==> src/rtl/zip_stream_fifo.sv <==
// Synchronous valid/ready FIFO that absorbs skid-buffer bursts and breaks the ready path.
// Optional zero-latency bypass when empty: define ZIP_STREAM_FIFO_BYPASS_EN.
module zip_stream_fifo #(
    parameter int unsigned DW           = 8,
    parameter int unsigned LGDEPTH      = 3,
    parameter bit          OPT_LOWPOWER = 1'b0
) (
    input  logic               i_clk,
    input  logic               i_reset,
    input  logic               i_valid,
    output logic               o_ready,
    input  logic [DW-1:0]      i_data,
    output logic               o_valid,
    input  logic               i_ready,
    output logic [DW-1:0]      o_data,
    output logic [LGDEPTH:0]   o_fill,
    output logic               o_full,
    output logic               o_empty
);

    localparam int unsigned PW = LGDEPTH + 1;
    localparam int unsigned D  = 1 << LGDEPTH;

    logic [PW-1:0]      wr_ptr_q, wr_ptr_d;
    logic [PW-1:0]      rd_ptr_q, rd_ptr_d;
    logic [DW-1:0]      mem_q [D];
    logic [LGDEPTH-1:0] wr_idx, rd_idx;
    logic               push, pop, bypass;
    logic [DW-1:0]      data_c;

    assign wr_idx = wr_ptr_q[LGDEPTH-1:0];
    assign rd_idx = rd_ptr_q[LGDEPTH-1:0];

    // Status derives from registered pointers only.
    assign o_fill  = wr_ptr_q - rd_ptr_q;
    assign o_full  = (o_fill == PW'(D));
    assign o_empty = (o_fill == PW'(0));
    assign o_ready = !o_full;

`ifdef ZIP_STREAM_FIFO_BYPASS_EN
    // An empty FIFO with a ready consumer hands the beat straight through.
    assign bypass  = o_empty && i_valid && i_ready;
    assign o_valid = !o_empty || i_valid;
`else
    assign bypass  = 1'b0;
    assign o_valid = !o_empty;
`endif

    assign push = i_valid && o_ready && !bypass;
    assign pop  = !o_empty && i_ready;

    always_comb begin
        wr_ptr_d = wr_ptr_q;
        rd_ptr_d = rd_ptr_q;
        if (push) begin
            wr_ptr_d = wr_ptr_q + PW'(1);
        end
        if (pop) begin
            rd_ptr_d = rd_ptr_q + PW'(1);
        end
    end

    always_ff @(posedge i_clk) begin
        if (i_reset) begin
            wr_ptr_q <= '0;
            rd_ptr_q <= '0;
        end else begin
            wr_ptr_q <= wr_ptr_d;
            rd_ptr_q <= rd_ptr_d;
        end
    end

    // Array is never cleared; reset only discards entries via the pointers.
    always_ff @(posedge i_clk) begin
        if (push) begin
            mem_q[wr_idx] <= i_data;
        end
    end

    always_comb begin
        data_c = mem_q[rd_idx];
`ifdef ZIP_STREAM_FIFO_BYPASS_EN
        if (o_empty) begin
            data_c = i_data;
        end
`endif
        o_data = data_c;
        if (OPT_LOWPOWER && !o_valid) begin
            o_data = '0;
        end
    end

endmodule
==> config.mk <==
export PLATFORM = sky130hd
export DESIGN_NAME = zip_stream_fifo
export DESIGN_NICKNAME = d
export VERILOG_FILES = /design/src/rtl/zip_stream_fifo.sv
export SDC_FILE = /design/constraint.sdc
export NUM_CORES = 1
export LEC_CHECK = 0
export BUFFER_PORTS_ARGS = -buffer_cell sky130_fd_sc_hd__buf_2
export CAP_MARGIN = 20
export CORE_MARGIN = 2
export CORE_UTILIZATION = 55
export DETAILED_ROUTE_END_ITERATION = 7
export PLACE_DENSITY = 0.75
export SLEW_MARGIN = 20
export SYNTH_ARGS = -nofsm -noshare
export SYNTH_HDL_FRONTEND = slang
export SYNTH_SLANG_ARGS = --single-unit
==> constraint.sdc <==
create_clock -name i_clk -period 6.5 [get_ports i_clk]
set_input_delay 0.975 -clock i_clk [delete_from_list [all_inputs] [get_ports i_clk]]
set_output_delay 0.975 -clock i_clk [all_outputs]
set_load 0.1 [all_outputs]
# After elaboration in Yosys (flattened, before gate mapping)
# Memory sizes are Yosys's and may differ from the RTL's. A register that Yosys moved wholly into a read port is not among the register bits.
# Cells that the tools add are included.
# Widths: inputs -> output; s select.
[word_totals]
reg_bits = 8
latch_bits = 0
mem_bits_rw = 64
romBits = 0
input_bits = 12
out_inout_bits = 16
elab_cells = 16
n_memories = 1
[op_classes]
n_addsub = 3
mul = 0
div_mod_pow = 0
magnitude_cmp = 0
eq_ne = 1
n_shift = 0
mux = 4
bitwise = 0
reduce_logical = 5
[memory_table]
columns = ["name", "depth", "width", "rd", "rd_ports_with_merged_regs", "wr", "line_no", "source"]
rows = [
  ["mem_q", 8, 8, 1, 1, 1, "26", "logic [DW-1:0] mem_q [D];"],
]
[op_table]
columns = ["cell", "n"]
rows = [
  ["$add 4x1->4 const B", 2],
  ["$mux 3", 2],
  ["$eq 4x4->1 const B", 1],
  ["$logic_not 4->1", 1],
  ["$sub 4x4->4", 1],
  ["$logic_and 1x1->1", 2],
  ["$logic_not 1->1", 2],
  ["$mux 1", 2],
]

# Logic depth before layout (Yosys ltp)
# Gate-level depths: netlist of run 1.
[logic_depth]
word_depth = 6
mapped_depth = 9
depth_no_buf = 9

# Least setup slack after synthesis of run 1
# No wires, ideal clock.
[synth_path]
path_type = "reg2out"
from = "register wr_ptr_q[0]"
to = "output o_valid"
arrival_time_ps = 4388
required_ps = 5525
setup_slack_ps = 1137
path_stages_with_launch = 8
path_buffers = 0
cell_sequence = "dfxtp_1 -> inv_1 -> ha_1 -> inv_1 -> fa_1 -> or3_1 -> nor2_1 -> inv_1"
[synth_via]
elab_chain_len = 3
[synth_rtl]
columns = ["item", "line_no", "source"]
rows = [
  ["start, declared", "24", "logic [PW-1:0] wr_ptr_q, wr_ptr_d;"],
  ["start signal, assigned", "68", "wr_ptr_q <= wr_ptr_d;"],
  ["$sub 4x4->4", "35", "assign o_fill = wr_ptr_q - rd_ptr_q;"],
  ["via o_fill[1]", "16", "output logic [LGDEPTH:0] o_fill,"],
  ["$logic_not 4->1", "37", "assign o_empty = (o_fill == PW'(0));"],
  ["via o_empty", "18", "output logic o_empty"],
  ["$logic_not 1->1", "46", "assign o_valid = !o_empty;"],
  ["end, declared", "13", "output logic o_valid,"],
]
# The timed path passes the listed nets, and every way through them passes these cells.

# Final worst setup path of run 1
[layout_path]
from = "register wr_ptr_q[0]"
to = "output o_full"
[layout_via]
elab_chain_len = 2
[layout_rtl]
columns = ["item", "line_no", "source"]
rows = [
  ["$sub 4x4->4", "35", ""],
  ["$eq 4x4->1", "36", "assign o_full = (o_fill == PW'(D));"],
  ["end, declared", "17", "output logic o_full,"],
]
# No other way between the ends.

==> results of run 1 <==
## synth_stat cells, drive strengths merged
master,instances,area [sq um]
mux2i,2,20.02
a21o,1,8.760
nor2,10,37.54
mux2,9,101.4
nand2,3,11.26
a21oi,6,33.78
nand2b,3,18.77
clkbuf,4,15.01
nor3,4,20.02
ha,5,62.56
nand4,2,12.51
and4,1,8.760
edfxtp,64,1922
mux4,16,360.4
a221oi,1,8.760
nor2b,1,6.260
inv,9,33.78
fa,1,20.02
or3,5,36.28
and3b,1,12.51
nor4b,3,26.28
o21ai,3,15.01
buf,4,17.52
or2,1,6.260
a31o,1,17.52
nor4,2,12.51
dfxtp,11,220.2
xor2,5,43.79
## worst max-delay path: cells and delay by family, from the launching register on
kind	cells	cell delay, ns
AO/OA/AOI/OAI	1	0.25
adder cells (fa/ha/maj)	2	0.66
buffers and inverters	3	0.69
flip-flops	1	0.46
AND/OR/NAND/NOR	1	0.46
## final cells by class
| type | instances | area [sq um] |
|---|---|---|
| Clock buffer | 12 | 155.1 |
| Tap cell | 72 | 90.09 |
| Clock inverter | 4 | 25.02 |
| Inverter | 9 | 33.78 |
| Sequential cell | 75 | 2143 |
| Fill cell | 392 | 1944 |
| Timing Repair Buffer | 33 | 180.2 |
| Multi-Input combinational cell | 86 | 900.9 |
## kinds of logic (layout without fill, tap and decap cells)
kind of cell,count (synthesis),count (layout),synth area share
mux,27,27,0.1549
simple gates,36,36,0.06721
compound gates,12,12,0.02696
fa+ha+maj,6,6,0.02656
flops,75,75,0.6889
buf+inv,17,58,0.02133
xor+xnor,5,5,0.01408
## flip-flops by register name, summed over array words and instances, names as in the netlist, named ones only
name	count
wr_ptr_q	4
mem_q	64
rd_ptr_q	4
## how the worst min path moves through the flow
| stage | end | slack (ns) | cells past startpoint |
|---|---|---|---|
| after floorplan | flop | 0.51 | 2 |
| after global placement | rd_ptr_q[2]$_SDFFE_PP0P_ | 0.53 | 2 |
| after CTS | flop | 0.59 | 2 |
| final | flop | 0.60 | 2 |
| after detailed placement | rd_ptr_q[2]$_SDFFE_PP0P_ | 0.57 | 2 |
| after global routing | flop | 0.63 | 2 |
## layer usage
metal,GRT usage,up-vias,share of wire,wire length [um]
met5,0,-,0,0
li1,-,766,-,-
met1,0.2484,827,0.43,2383
met3,0.04091,12,0.037,206
met4,0.08793,0,0.020,111
met2,0.3322,41,0.51,2853
## metrics by stage
step / instances / setup WS (ns) / hold slack, ns
5_1_grt: 291 / 2.477 / 0.6288
6_report: 291 / 2.652 / 0.6016
4_1_cts: 291 / 2.630 / 0.5900
2_1_floorplan: 178 / 1.137 / 0.5064
3_5_place_dp: 275 / 3.015 / 0.5722
3_3_place_gp: 275 / 3.125 / 0.5343
==> flow_summary.json, run 1 <==
{
  "dp_hpwl_mm": 3.697,
  "antenna_cells": 0,
  "start_kind": "flop",
  "drt-vias-per-instance": 5.656,
  "cts.sink_count": 75,
  "synth-seq-cells": 75,
  "cts_tree": "done",
  "clkLatencyLatePin_ns": 0.34,
  "initial_utilization": 0.5681,
  "syn_area_per_cell_sq_um": 17.47,
  "critical_path.max_fanout": 8,
  "wirelength_mm": 5.555,
  "avgRoutedWirePerCell_um": 19.09,
  "setup.worst_path.start": "wr_ptr_q[0]$_SDFFE_PP0P_",
  "crit_end": "o_full",
  "dpl_cell_area_sq_um": 3347,
  "detail_route.first_pass.iterations": 4,
  "gp_congestion": 0.8324,
  "reg2reg_to": "mem_q[6][3]$_DFFE_PP_",
  "timing.rr.start": "wr_ptr_q[2]$_SDFFE_PP0P_",
  "cap_viol_max_count": 0,
  "required_ns": 5.52,
  "grt_pass1_vias": 1685,
  "final_util": 0.6447,
  "tns_ns": 0,
  "final_nets": 232,
  "cts_root_buffer": "clkbuf_8",
  "final_area_sq_um": 3528,
  "cts_setup_buffers": 0,
  "post-route-period-util": 0.5921,
  "dieArea_sq_um": 6270,
  "path_clk_slew_ns": 0.07,
  "drt_iter0_drc": 94,
  "crit_slowest_cell": "buf_2",
  "synth.yosys.seq_area_share": 0.6889,
  "gr-usage-all-layers": 0.1973,
  "overflow": 0,
  "synth_warnings": 0,
  "core-area_sq_um": 5473,
  "max_stage_delay_ns": 0.48,
  "syn_area_sq_um": 3109,
  "timing.final.crit_period_ns": 3.848,
  "cts_buffer_depth": 2,
  "fmax_mhz": 259.8,
  "drive_above_1_share": 0.3653,
  "std_cell_rows": 27,
  "post-route-drc-count": 0,
  "r2r_slack_ns": 3.59,
  "fin_skew_ns": 0.007844,
  "netlist_instances": 178,
  "path_class": "reg -> out",
  "htreeDepth": 3,
  "ff2ff_path_depth": 6,
  "slew_headroom": 0.3893,
  "vias": 1646,
  "finalHoldViolCount": 0,
  "hold_path_class": "reg -> reg",
  "grt_pass1_wl_mm": 8.790,
  "cts_resized": 0,
  "grt_antenna_before_repair": 0,
  "synthToLayoutAreaGrowth_pct": 13.48,
  "io_pins": 28,
  "detail-route-antenna-nets": 0,
  "path_cells": "inv_1 -> ha_1 -> inv_1 -> fa_1 -> or3_1 -> a21oi_2 -> buf_2",
  "ys_types": 31,
  "arrival_ns": 2.87,
  "final_common_cell": "edfxtp_1",
  "die_h_um": 79.19,
  "maxSlewViolCount": 0,
  "cts_hold_buffers": 0,
  "rsz0062_at_grt": "false",
  "endpoint_kind": "primary output",
  "grt_start_max_net_pins": 17,
  "cts_buffers": 9,
  "status": "completed",
  "final_cell_mix": "64 x edfxtp_1, 27 x buf_2, 16 x mux4_2",
  "syn_nets": 196,
  "worstMarginPinSlew_ns": 0.9127,
  "setup_viol": 0,
  "floorplan.die.width_um": 79.19,
  "min_from": "rd_ptr_q[2]$_SDFFE_PP0P_",
  "worst_path_most_repeated_cell": "inv_1",
  "port_buffers": 27
}
Power of run 1 is not shown: default switching activity piles up to over one toggle a cycle in this logic, so the estimate is an artifact.
==> inputs of run 2 (changes only) <==
- ABC_AREA: default -> 1
- CORE_UTILIZATION: 55 -> 53
- clock period: 6.5 -> 3.3 ns (I/O delays scaled with it)
==> run 2 against run 1 <==
  * Register-to-register slack got worse by 3.2 ns
  * Sequential share of layout area down 1.6 points
  * Critical path type unchanged
  * Largest cell class unchanged
  * Count of clock-buffer cells in the layout decreased by 3
  * Highest routed layer unchanged
==> flow_summary.json, run 2 <==
{
  "status": "completed",
  "path_class": "reg -> out",
  "arrival_ns": 2.62,
  "tns_ns": 0,
  "cts_tree": "done",
  "synth-seq-cells": 75,
  "antenna_cells": 0,
  "synthToLayoutAreaGrowth_pct": 13.84,
  "final_area_sq_um": 3622,
  "initial_utilization": 0.5438,
  "fmax_mhz": 320.7,
  "gr-usage-all-layers": 0.2107,
  "reg2reg_to": "mem_q[3][3]$_DFFE_PP_",
  "gp_congestion": 0.7614,
  "post-route-period-util": 0.9450,
  "final_nets": 350,
  "final_common_cell": "edfxtp_1",
  "start_kind": "flop",
  "cts_resized": 1,
  "fillers": 478,
  "rsz0062_at_grt": "false",
  "port_buffers": 27,
  "grt_antenna_before_repair": 0,
  "largest_register_ffs": 64,
  "timing.final.crit_period_ns": 3.118,
  "crit_end": "o_full",
  "vias": 2172,
  "dpl_cell_area_sq_um": 3417,
  "hold_path_class": "in -> reg",
  "worst_path_most_repeated_cell": "inv_1",
  "grt_pass1_vias": 2079,
  "synth_ff_type": "edfxtp_1",
  "io_pins": 28,
  "setup.worst_path.start": "wr_ptr_q[0]$_SDFFE_PP0P_",
  "dp_hpwl_mm": 3.957,
  "detail_route.first_pass.iterations": 4,
  "drt_iter0_drc": 151,
  "post-route-drc-count": 0,
  "whs_ns": 0.4260,
  "path_depth": 9,
  "top_regs": "mem_q x64, rd_ptr_q x4, wr_ptr_q x4",
  "yosysMostFrequentCell": "edfxtp_1",
  "worstMarginPinSlew_ns": 0.8965,
  "std_cell_rows": 28,
  "fin_skew_ns": 0.01114,
  "synth.yosys.seq_area_share": 0.6732,
  "floorplan.die.width_um": 81.48,
  "synth_edf_count": 64,
  "avgRoutedWirePerCell_um": 15.04,
  "drive_above_1_share": 0.1632,
  "ff2ff_path_depth": 8,
  "critical_path.max_fanout": 12,
  "cts_setup_buffers": 0,
  "path_cells": "inv_1 -> ha_1 -> inv_1 -> fa_2 -> or2_0 -> nor2_2 -> nand3_4 -> clkinvlp_4 -> buf_4",
  "cts.sink_count": 75,
  "path_clk_slew_ns": 0.07,
  "crit_slowest_cell": "fa_2",
  "critical-path-top-delay-family": "simple AND/OR/NAND/NOR gates",
  "overflow": 0,
  "max_stage_delay_ns": 0.44,
  "maxSlewViolCount": 0,
  "dieArea_sq_um": 6639,
  "grt_pass1_wl_mm": 9.894,
  "regMostFlops": "mem_q",
  "detail-route-antenna-nets": 0,
  "drt-vias-per-instance": 5.272,
  "async_flop_share": 0,
  "syn_area_per_cell_sq_um": 10.64,
  "htreeDepth": 3,
  "cts_hold_buffers": 0,
  "clkLatencyLatePin_ns": 0.34,
  "final_cell_mix": "64 x edfxtp_1, 61 x nor2_1, 53 x nand2_1",
  "finalHoldViolCount": 0,
  "syn_nets": 317,
  "cap_viol_max_count": 0,
  "yosys-top-cells-area": "edfxtp_1 60%, nor2_1 7.3%, dfxtp_1 6.9%",
  "ys_types": 17,
  "setup_viol": 0,
  "netlist_instances": 299,
  "r2r_slack_ns": 0.42,
  "netlist_top_cells_count": "64 x edfxtp_1, 62 x nor2_1, 53 x nand2_1, 32 x o21ai_0, 21 x inv_1",
  "cts_buffers": 9,
  "core-area_sq_um": 5851,
  "final_util": 0.6191,
  "cts_root_buffer": "clkbuf_8",
  "synth_warnings": 0,
  "required_ns": 2.80,
  "synth_largest_area_cell": "edfxtp_1",
  "grt_start_max_net_pins": 21,
  "wirelength_mm": 6.196,
  "timing.rr.start": "rd_ptr_q[0]$_SDFFE_PP0P_",
  "cp_num_buf_inv": 4,
  "die_h_um": 81.48,
  "yosysTopAreaCellShare": 0.6040,
  "slew_headroom": 0.4001,
  "cts_buffer_depth": 2,
  "endpoint_kind": "primary output",
  "syn_area_sq_um": 3182
}
==> run 2: changes by cell type in the layout (fill, tap and decap cells not counted), moves of 4 or more <==
cell / delta
mux4_2: -16
or3_1: -4
nor2_1: +51
inv_1: +10
nand3_1: +10
nor3_1: -4
xor2_1: -5
mux2_2: -9
a21oi_1: +12
nand2_1: +50
a31oi_1: +8
o21ai_0: +29
==> run 2: logic make-up (layout without fill, tap and decap cells) <==
group	after synthesis	in the layout	synth area share
adders and majority gates	6	6	0.02595
buffers and inverters	30	68	0.04011
AOI/OAI and AO/OA	57	57	0.09280
DFF	75	75	0.6732
and+or+nand+nor	131	131	0.1679
==> run 2: final cells by class <==
| cell class | instances | area (sq um) | area share |
|---|---|---|---|
| clock buffers | 9 | 123.9 | 0.03420 |
| clock inverters | 7 | 68.82 | 0.01900 |
| inverters | 21 | 86.33 | 0.02383 |
| multi-input cells | 194 | 937.1 | 0.2587 |
| flip-flops and latches | 75 | 2142 | 0.5914 |
| well taps | 75 | 93.84 | 0.02591 |
| repair buffers | 31 | 170.2 | 0.04698 |
==> run 2: worst reg2reg max path: stages (launching register included) <==
cell and delay (ns):
dfxtp_1 0.43, ha_1 0.20, inv_1 0.06, fa_2 0.53, or2_0 0.13, nor2_2 0.08, nand3_4 0.17, nand3_1 0.18
nor2_1 0.72
==> run 2: how the worst min path moves through the flow <==
stage | start | end | cells after the start
final | i_data[1] | mem_q[7][1]$_DFFE_PP_ | 1
after global routing | i_data[2] | mem_q[2][2]$_DFFE_PP_ | 1
after CTS | i_data[2] | mem_q[2][2]$_DFFE_PP_ | 1
after detailed placement | rd_ptr_q[3]$_SDFFE_PP0P_ | rd_ptr_q[3]$_SDFFE_PP0P_ | 2
after global placement | wr_ptr_q[0]$_SDFFE_PP0P_ | wr_ptr_q[0]$_SDFFE_PP0P_ | 2
after floorplan | rd_ptr_q[2]$_SDFFE_PP0P_ | flop | 2
==> run 2: stage by stage <==
step                instances  worst slack [ns]
finish                    412            0.1816
global route              412           0.01103
CTS                       412           0.07766
detailed placement        396            0.3372
global placement          396            0.3922
floorplan                 299           0.09687
==> run 2: metal layers <==
metal  vias to the layer above  global-route usage  routed length, um
met5                         -                   0                  0
met4                         0             0.08305                 82
met3                         9             0.07033                479
met2                        84              0.3648               3126
met1                       987              0.2410               2508
li1                       1092                   -                  -
Power of run 2 is left out for the same reason.
==> inputs of run 3 (changes only) <==
- CELL_PAD_IN_SITES_DETAIL_PLACEMENT: default -> 1
- CELL_PAD_IN_SITES_GLOBAL_PLACEMENT: default -> 1
- CORE_UTILIZATION: 53 -> 42
- PLACE_DENSITY: 0.75 -> default
- PLACE_DENSITY_LB_ADDON: default -> 0.1
==> run 3 against run 2 <==
  * Die area rose by 25%
  * Final area rose by 1.6%
  * Critical path depth did not move
  * Critical path type unchanged
==> flow_summary.json, run 3 (synthesis gave the netlist of run 2 again) <==
{
  "post-route-drc-count": 0,
  "path_clk_slew_ns": 0.08,
  "dieArea_sq_um": 8288,
  "worst_path_most_repeated_cell": "inv_1",
  "arrival_ns": 2.62,
  "gr-usage-all-layers": 0.1862,
  "drt_iter0_drc": 113,
  "core-area_sq_um": 7292,
  "hold_path_class": "in -> reg",
  "antenna_cells": 0,
  "vias": 2243,
  "gp_congestion": 0.7493,
  "slew_headroom": 0.4453,
  "rsz0062_at_grt": "false",
  "reg2reg_to": "mem_q[2][2]$_DFFE_PP_",
  "top_regs": "mem_q x64, rd_ptr_q x4, wr_ptr_q x4",
  "overflow": 0,
  "path_depth": 9,
  "cts_buffer_depth": 2,
  "die_h_um": 91.04,
  "cap_viol_max_count": 0,
  "start_kind": "flop",
  "ff2ff_path_depth": 9,
  "post-route-period-util": 0.9452,
  "detail-route-antenna-nets": 0,
  "htreeDepth": 3,
  "min_from": "i_data[7]",
  "crit_end": "o_full",
  "regMostFlops": "mem_q",
  "timing.rr.start": "rd_ptr_q[0]$_SDFFE_PP0P_",
  "status": "completed",
  "fin_skew_ns": 0.01006,
  "final_common_cell": "edfxtp_1",
  "io_pins": 28,
  "fmax_mhz": 320.6,
  "synthToLayoutAreaGrowth_pct": 15.65,
  "avgRoutedWirePerCell_um": 16.55,
  "cts_hold_buffers": 0,
  "grt_antenna_before_repair": 0,
  "dpl_cell_area_sq_um": 3462,
  "cts_tree": "done",
  "r2r_slack_ns": 0.41,
  "clkLatencyLatePin_ns": 0.34,
  "floorplan.die.width_um": 91.04,
  "cts.sink_count": 75,
  "finalHoldViolCount": 0,
  "maxSlewViolCount": 0,
  "path_class": "reg -> out",
  "endpoint_kind": "primary output",
  "final_nets": 352,
  "cts_buffers": 9,
  "std_cell_rows": 31,
  "detail_route.first_pass.iterations": 4,
  "final_cell_mix": "64 x edfxtp_1, 61 x nor2_1, 53 x nand2_1",
  "final_area_sq_um": 3680,
  "drive_above_1_share": 0.1711,
  "fillers": 853,
  "crit_slowest_cell": "fa_2",
  "cts_root_buffer": "clkbuf_8",
  "cp_num_buf_inv": 4,
  "required_ns": 2.80,
  "setup_viol": 0,
  "initial_utilization": 0.4363,
  "wirelength_mm": 7.249,
  "port_buffers": 27,
  "critical_path.max_fanout": 5,
  "critical-path-top-delay-family": "buffers and inverters",
  "largest_register_ffs": 64,
  "worstMarginPinSlew_ns": 0.8290,
  "dp_hpwl_mm": 5.037,
  "drt-vias-per-instance": 5.121,
  "timing.final.crit_period_ns": 3.119,
  "tns_ns": 0,
  "grt_pass1_wl_mm": 11.50,
  "grt_start_max_net_pins": 25,
  "grt_pass1_vias": 2365,
  "max_stage_delay_ns": 0.45,
  "path_cells": "inv_1 -> ha_1 -> inv_1 -> fa_2 -> or2_0 -> nor2_2 -> nand3_2 -> clkinvlp_4 -> buf_2",
  "setup.worst_path.start": "wr_ptr_q[0]$_SDFFE_PP0P_"
}
==> run 3: worst reg2reg max path, cell delays in order (launching register included) <==
cell and delay, ns:
dfxtp_1 0.41, ha_1 0.18, inv_1 0.06, fa_2 0.53, or2_0 0.13, nor2_2 0.07
nand3_2 0.11, buf_4 0.18, nand3_1 0.17, nor2_1 0.67
==> run 3: worst min-delay path by stage <==
stage | endpoint | slack [ns] | cells past startpoint
finish | mem_q[2][7]$_DFFE_PP_ | 0.44 | 1
global route | mem_q[0][7]$_DFFE_PP_ | 0.44 | 1
CTS | mem_q[2][7]$_DFFE_PP_ | 0.42 | 1
detailed placement | wr_ptr_q[0]$_SDFFE_PP0P_ | 0.56 | 2
global placement | wr_ptr_q[0]$_SDFFE_PP0P_ | 0.54 | 2
floorplan | flop | 0.51 | 2
==> run 3: final cells by class <==
cell class,count,area [sq um],share of cell area
clock inverters,7,91.34,0.02482
flip-flops and latches,75,2142,0.5821
inverters,21,86.33,0.02346
multi-input cells,194,929.6,0.2526
clock buffers,9,123.9,0.03366
well taps,99,123.9,0.03366
repair buffers,33,182.7,0.04964
==> run 3: what timing repair did <==
action / CTS / global route
endpoints found under the setup margin: 0 / 1
setup buffers: 0 / 0
resized for setup: 0 / 1
==> run 3: metal layers <==
metal	routed length, um	part of all wire	global-route usage
met1	2939	0.41	0.1984
met2	3956	0.55	0.3377
met3	275	0.038	0.04481
met4	78	0.011	0.09975
met5	0	0	0
==> run 3: per-stage QoR <==
step / util / setup WS [ns] / hold WS, ns / instances
detailed placement: 0.4748 / 0.4209 / 0.5556 / 422
global route: 0.5046 / 0.08178 / 0.4377 / 438
floorplan: - / 0.09687 / 0.5108 / 299
global placement: 0.4748 / 0.4958 / 0.5400 / 422
CTS: 0.5043 / 0.1079 / 0.4223 / 438
finish: 0.5046 / 0.1809 / 0.4443 / 438
Power of run 3 is left out for the same reason.
